===== config.mk =====
export PLATFORM = sky130hd
export DESIGN_NAME = stage_pipe_ctrl
export DESIGN_NICKNAME = d
export VERILOG_FILES = /design/src/rtl/stage_pipe_ctrl.sv
export SDC_FILE = /design/constraint.sdc
export NUM_CORES = 1
export LEC_CHECK = 0
export CAP_MARGIN = 20
export CORE_UTILIZATION = 32
export CTS_BUF_LIST = sky130_fd_sc_hd__clkbuf_8
export DETAILED_ROUTE_END_ITERATION = 8
export GPL_TIMING_DRIVEN = 1
export PLACE_DENSITY = 0.91
export SLEW_MARGIN = 20
export SYNTH_ARGS = -nofsm -noshare
export SYNTH_HDL_FRONTEND = slang
export SYNTH_SLANG_ARGS = --single-unit

===== constraint.sdc =====
create_clock -name clk -period 2.23 [get_ports clk]
set_input_delay 0.5575 -clock clk [delete_from_list [all_inputs] [get_ports clk]]
set_output_delay 0.5575 -clock clk [all_outputs]
set_load 0.03 [all_outputs]

===== src/rtl/stage_pipe_ctrl.sv =====
// stage_pipe_ctrl: valid/ready sequencer for the packet-header field register
// chain. Tracks occupancy of a NUM_STAGES-deep elastic pipeline, drives one load
// enable per stage (bubbles collapse), propagates downstream backpressure to the
// parser, and supports graceful drain (flush) and immediate discard (abort).
// Optional statistics counters are built only when STAGE_PIPE_STATS_EN is
// defined; otherwise pkt_cnt/drop_cnt are tied to zero.
//
// Handshake: a transfer happens on a rising edge where valid and ready are both
// high. in_valid may not depend on in_ready. in_ready depends combinationally on
// out_ready, flush and abort. out_valid is a pure register output.
module stage_pipe_ctrl #(
  parameter int NUM_STAGES = 4,
  parameter int CNT_WIDTH  = 16
) (
  input  logic                  clk,
  input  logic                  rst,
  input  logic                  in_valid,
  output logic                  in_ready,
  output logic                  out_valid,
  input  logic                  out_ready,
  input  logic                  flush,
  input  logic                  abort,
  output logic [NUM_STAGES-1:0] stage_en,
  output logic [NUM_STAGES-1:0] stage_valid,
  output logic                  busy,
  output logic                  drain_done,
  output logic [CNT_WIDTH-1:0]  pkt_cnt,
  output logic [CNT_WIDTH-1:0]  drop_cnt,
  output logic [1:0]            dbg_state
);

  typedef enum logic [1:0] {
    ST_IDLE  = 2'd0,
    ST_RUN   = 2'd1,
    ST_DRAIN = 2'd2
  } state_t;

  state_t                state_q;
  logic [NUM_STAGES-1:0] valid_q;
  logic [NUM_STAGES-1:0] valid_d;
  logic [NUM_STAGES-1:0] en_w;
  logic                  drain_done_q;
  logic                  accept;

  // Load-enable chain: a stage may load if it is empty or its successor loads.
  always_comb begin
    logic carry;
    en_w  = '0;
    carry = out_ready;
    for (int i = NUM_STAGES - 1; i >= 0; i--) begin
      carry   = ~valid_q[i] | carry;
      en_w[i] = carry;
    end
  end

  // Flush also blocks acceptance in its own cycle so nothing new enters a drain.
  assign in_ready = en_w[0] & ((state_q == ST_IDLE) | (state_q == ST_RUN)) & ~abort & ~flush;
  assign accept   = in_valid & in_ready;

  // Next occupancy: enabled stages take their predecessor's valid bit.
  always_comb begin
    valid_d    = valid_q;
    valid_d[0] = en_w[0] ? accept : valid_q[0];
    for (int i = 1; i < NUM_STAGES; i++) begin
      if (en_w[i]) valid_d[i] = valid_q[i-1];
    end
  end

  // Control FSM with occupancy and the registered drain_done pulse.
  always_ff @(posedge clk) begin
    if (rst) begin
      state_q      <= ST_IDLE;
      valid_q      <= '0;
      drain_done_q <= 1'b0;
    end else begin
      drain_done_q <= 1'b0;
      if (abort) begin
        valid_q <= '0;
        state_q <= ST_IDLE;
      end else begin
        valid_q <= valid_d;
        case (state_q)
          ST_DRAIN: begin
            // flush is ignored here; only emptiness ends the drain
            if (valid_d == '0) begin
              drain_done_q <= 1'b1;
              state_q      <= ST_IDLE;
            end
          end
          default: begin
            if (flush) begin
              if (valid_d == '0) begin
                drain_done_q <= 1'b1;
                state_q      <= ST_IDLE;
              end else begin
                state_q <= ST_DRAIN;
              end
            end else if (valid_d == '0) begin
              state_q <= ST_IDLE;
            end else begin
              state_q <= ST_RUN;
            end
          end
        endcase
      end
    end
  end

  assign stage_en    = en_w;
  assign stage_valid = valid_q;
  assign out_valid   = valid_q[NUM_STAGES-1];
  assign busy        = (|valid_q) | (state_q != ST_IDLE);
  assign drain_done  = drain_done_q;
  assign dbg_state   = state_q;

`ifdef STAGE_PIPE_STATS_EN
  localparam logic [CNT_WIDTH-1:0] CNT_ONE  = 1;
  localparam logic [CNT_WIDTH:0]   WIDE_ONE = 1;

  logic                 xfer;
  logic [CNT_WIDTH-1:0] pkt_q;
  logic [CNT_WIDTH-1:0] drop_q;
  logic [CNT_WIDTH:0]   drop_n;
  logic [CNT_WIDTH:0]   drop_sum;

  assign xfer = valid_q[NUM_STAGES-1] & out_ready;

  // Entries lost to an abort: every occupied stage except one leaving via output.
  always_comb begin
    drop_n = '0;
    for (int i = 0; i < NUM_STAGES; i++) begin
      if (valid_q[i]) drop_n = drop_n + WIDE_ONE;
    end
    if (xfer) drop_n = drop_n - WIDE_ONE;
    drop_sum = {1'b0, drop_q} + drop_n;
  end

  // Saturating statistics counters.
  always_ff @(posedge clk) begin
    if (rst) begin
      pkt_q  <= '0;
      drop_q <= '0;
    end else begin
      if (xfer && (pkt_q != '1)) pkt_q <= pkt_q + CNT_ONE;
      if (abort) drop_q <= drop_sum[CNT_WIDTH] ? '1 : drop_sum[CNT_WIDTH-1:0];
    end
  end

  assign pkt_cnt  = pkt_q;
  assign drop_cnt = drop_q;
`else
  assign pkt_cnt  = {CNT_WIDTH{1'b0}};
  assign drop_cnt = {CNT_WIDTH{1'b0}};
`endif

endmodule

# Yosys cells after proc, flatten, opt, wreduce, memory -nomap -nowiden
# Cells that the tools add are included.
# word_totals
regBits	7
# op_classes
eq_ne	3
n_mux	12
bitwise_logic	16
n_reduce_logical	5
# op_table
cell	count
1-bit two-way mux	8
2-bit two-way mux	4
1-bit inverter	6
1-bit OR	6
1-bit AND	4
4-bit logical NOT	1
4-bit OR reduction	1
2-bit by 1-bit equality test with 1-bit output, second input constant	1
2-bit equality test, second input constant	1
2-bit logical NOT	1
2-bit != test, second input constant	1
2-bit nonzero test	1
2-bit OR reduction	1

# Depth between registers and ports, before layout
# logic_depth
ltp_word	14
mapped_depth	4

# Worst setup path after synthesis
# No wires, ideal clock.
# synth_timing
kind	input port to output port
from	input out_ready
to	output in_ready
t_arrival_ns	2.362
slack_ns	-0.689
path_stages	2
n_path_buf	0
cell_sequence	and4b_1 -> a2111oi_0
# synth_between
elab_chain_len	7
# synth_lines
item	line	text
from (decl)	20	input logic out_ready,
1-bit OR (4 in series)	51	carry = ~valid_q[i] | carry;
1-bit AND (3 in series)	57	assign in_ready = en_w[0] & ((state_q == ST_IDLE) | (state_q == ST_RUN)) & ~abort & ~flush;
to (decl)	18	output logic in_ready,
# Every way passes these cells.

# Worst setup path after layout
# layout_timing
from	input abort
to	output in_ready
# layout_between
elab_chain_len	3
# layout_lines
item	line	text
from (decl)	22	input logic abort,
1-bit inverter	57	
1-bit AND (2 in series)	57	
# Every way passes these cells.

==> key figures <==
Outcome
  – Status: finished, final reports clean

Timing
  – Fmax: 0.4657 GHz
  – Worst hold slack: 0.5878 ns
  – RSZ-0062 raised after global routing: no
  – Hold Fails Final Rpt: 0
  – Post-route minimum period: between 2 and 2.5 ns
  – Min setup slack post-route: 0.08276 ns
  – Setup Skew: between 0.005 and 0.006 ns
  – Fin crit share: between 90% and 100%
  – Slew Limit Fails: 0
  – Final Setup Violations: 0

Clock network
  – Worst-path clk slew: 0.04 ns
  – CTS buffer count: 3
  – Insertion delay to the later sink of the worst-skew pair: 0.22 ns
  – Setup Buffers After CTS: 0
  – H-tree levels: 1
  – CTS Root Cell: clkbuf_8
  – # clock sinks: 7
  – CTS tree: done
  – Maximum clock path buffer count: 2

GRT
  – Aggregate global routing overflow: 0
  – Pin count of the biggest net entering global routing: 7
  – Vias in the first global route: 374
  – Global-route wire length before repair: ~1600 um
  – Initial antenna violation count: 0
  – Global Route Usage Sum: 12.55%

Placed design
  – Pre-CTS WS: -0.1997 ns
  – PortBufs: 19
  – RD Place Congestion: 0.7033
  – Final HPWL DP: ~900 um
  – Placed cell areas: between 600 and 700 um2

Pwr
  – VDD IR max: between 0.0003 and 0.0004 V
  – Seq pwr share: 31.5%
  – Design internal power: 0.0002689 W
  – Switch share: about a third
  – Combinational fraction of design power: 27.4%
  – Leakage power total: 0.3372 nW
  – Power share of the clock group: 41.1%
  – Power Density: 587.5 mW/mm2
  – Pwr Total: between 0.0004 and 0.0005 W
  – P_sw: 0.0001442 W

Drt
  – WL met2: 576 um
  – WL met1: between 300 and 400 um
  – Top Layer Used: met4
  – Final wirelength: roughly 1000 um
  – Drt drc: 0
  – DRT Pass-1 Iters: 2
  – Post-DR vias/cell: 3.905
  – Vias post-DR: 410
  – Met3 WL post-DR: 74 um
  – Final ANT Viol Nets: 0
  – Wire per inst: ~10 um
  – 1st-iter DRT viols: 2

Synth
  – Syn Std Cell Area: 536.8 um2
  – Post-synthesis sequential area ratio: 26.11%
  – Ranking of synthesized cells by area: buf_4 (46%), dfxtp_1 (26%), nor2b_1 (3.5%)
  – Yosys reg bits: 7
  – Synthesized area per cell: roughly 8.4 um2
  – Top cell type's share of synthesized area: a little under half
  – Post-Syn Instances: between 60 and 70
  – Synth warn: 0
  – Unique cell type count in the Yosys netlist: 17
  – Synth area leader: buf_4

Worst setup path
  – Worst r2r path cells: 3
  – R2R Setup Slk: 0.96 ns
  – WP data required: 1.67 ns
  – Crit-path max FO: 2
  – Critical Path Sink Type: output pin
  – Worst path arrival time: 1.59 ns
  – Crit Reg-Reg Startpoint: dbg_state[1]
  – RR Endpoint: dbg_state[0]
  – Startpoint type of the worst setup path: input pin
  – Kind of critical path: input pin to output pin

Layout
  – P&R area growth vs syn: 31.00%
  – Layout Nets: 96
  – # diodes: 0
  – Final Instance Area: 703.2 um2
  – Share of cells above drive strength 1: 15.73%

Floorplan
  – Row Count: 14
  – I/O pin count: 52
  – Die X: around 43 um
  – Core ar.: 0.001541 mm2
  – Die ar.: roughly 0.0018 mm2
  – Initial core utilization: a little over a third
  – Die height: 42.96 um

Min path
  – Min-Delay Path Class: register to register
  – WHS Path Cells: 2
  – Hold path start: stage_valid[1]
  – Worst Hold Endpoint: stage_valid[2]

Run
  – Max-capacitance violation count: 0
final cells by class:
type	instances	area [um2]
Clock inverter	1	3.754
Multi-Input combinational cell	53	277.8
Clock buffer	3	41.29
Inverter	2	7.507
Timing Repair Buffer	23	212.7
Sequential cell	7	140.1
Fill cell	153	838.3
Tap cell	16	20.02
through the flow:
step	instances	utilization, %	setup TNS (ns)
detailed placement	101	41.80	-0.5721
finish	105	45.62	0
floorplan	95	-	0
CTS	105	44.56	-0.1438
global route	105	45.62	0
global placement	101	41.80	-0.4830
worst max path at each step:
| stage | from | endpoint | slack (ns) | cells after the start |
|---|---|---|---|---|
| 2_1_floorplan | out_ready | in_ready | 0.1 | 2 |
| 3_3_place_gp | out_ready | stage_en[3] | -0.17 | 4 |
| 3_5_place_dp | out_ready | in_ready | -0.20 | 4 |
| 4_1_cts | out_ready | in_ready | -0.14 | 4 |
| 5_1_grt | stage_valid[2] | busy | 0.02 | 3 |
| 6_report | abort | in_ready | 0.08 | 3 |
per-layer routing:
metal,vias up,track usage (%)
li1,194,-
met2,26,21.52
met4,0,7.273
met3,2,5.106
met5,-,0
met1,188,12.66
power by group through the flow:
stage                     Clock (W)  Sequential, W  Combinational, W
after CTS                  0.000177       0.000130          0.000111
final                      0.000170       0.000130          0.000113
after global placement            0       0.000132          0.000110
after detailed placement          0       0.000132          0.000111
after floorplan                   0       0.000136          0.000128
after global routing       0.000186       0.000130          0.000119
synthesized netlist by cell type:
| library cell | instances |
|---|---|
| conb_1 | 1 |
| buf_4 | 33 |
| o21ai_0 | 1 |
| dfxtp_1 | 7 |
| nor2b_1 | 3 |
| nor4bb_1 | 1 |
| a21boi_0 | 1 |
| a21oi_1 | 1 |
| a2111oi_0 | 1 |
| and4b_1 | 1 |
| nor3_1 | 3 |
| o211ai_2 | 1 |
| o21a_1 | 2 |
| inv_1 | 2 |
| nor2_1 | 2 |
| or3b_4 | 1 |
| nand2_1 | 3 |
worst max-delay path, stage by stage:
cell and delay [ns]:
clkdlybuf4s50_1 0.47, a2111oi_4 0.34, buf_4 0.21
layout by cell type, fill, tap and decap left out:
cell / instances
buf_4: 7
a21oi_1: 1
dlymetal6s2s_1: 1
clkbuf_8: 3
nand2_1: 3
dfxtp_1: 7
a21boi_0: 1
nor2_1: 2
dlygate4sd2_1: 2
conb_1: 32
nor3_1: 3
a2111oi_4: 1
o211ai_2: 1
inv_1: 3
o21a_1: 2
or3b_4: 1
nor4bb_1: 1
nor2b_1: 3
clkdlybuf4s50_1: 13
and4b_2: 1
o21ai_0: 1
cell families (layout without fill, tap and decap cells):
group           Yosys count  count (layout)  synth area share (%)
flops                     7               7                 26.11
buf+inv                  35              29                 47.55
simple gates             14              14                 15.62
compound gates            7               7                 10.02
other cells               1              32                0.6986
sequential cells by signal (all words and copies together), names as in the netlist:
signal,flops
drain_done,1
dbg_state,2
stage_valid,4
what timing repair did:
item,in CTS,in global routing
pin swaps,1,1
resized for setup,2,3
endpoints found under the setup margin,3,3
hold buffers,0,0
No activity file was read; power rests on OpenSTA's default activity.
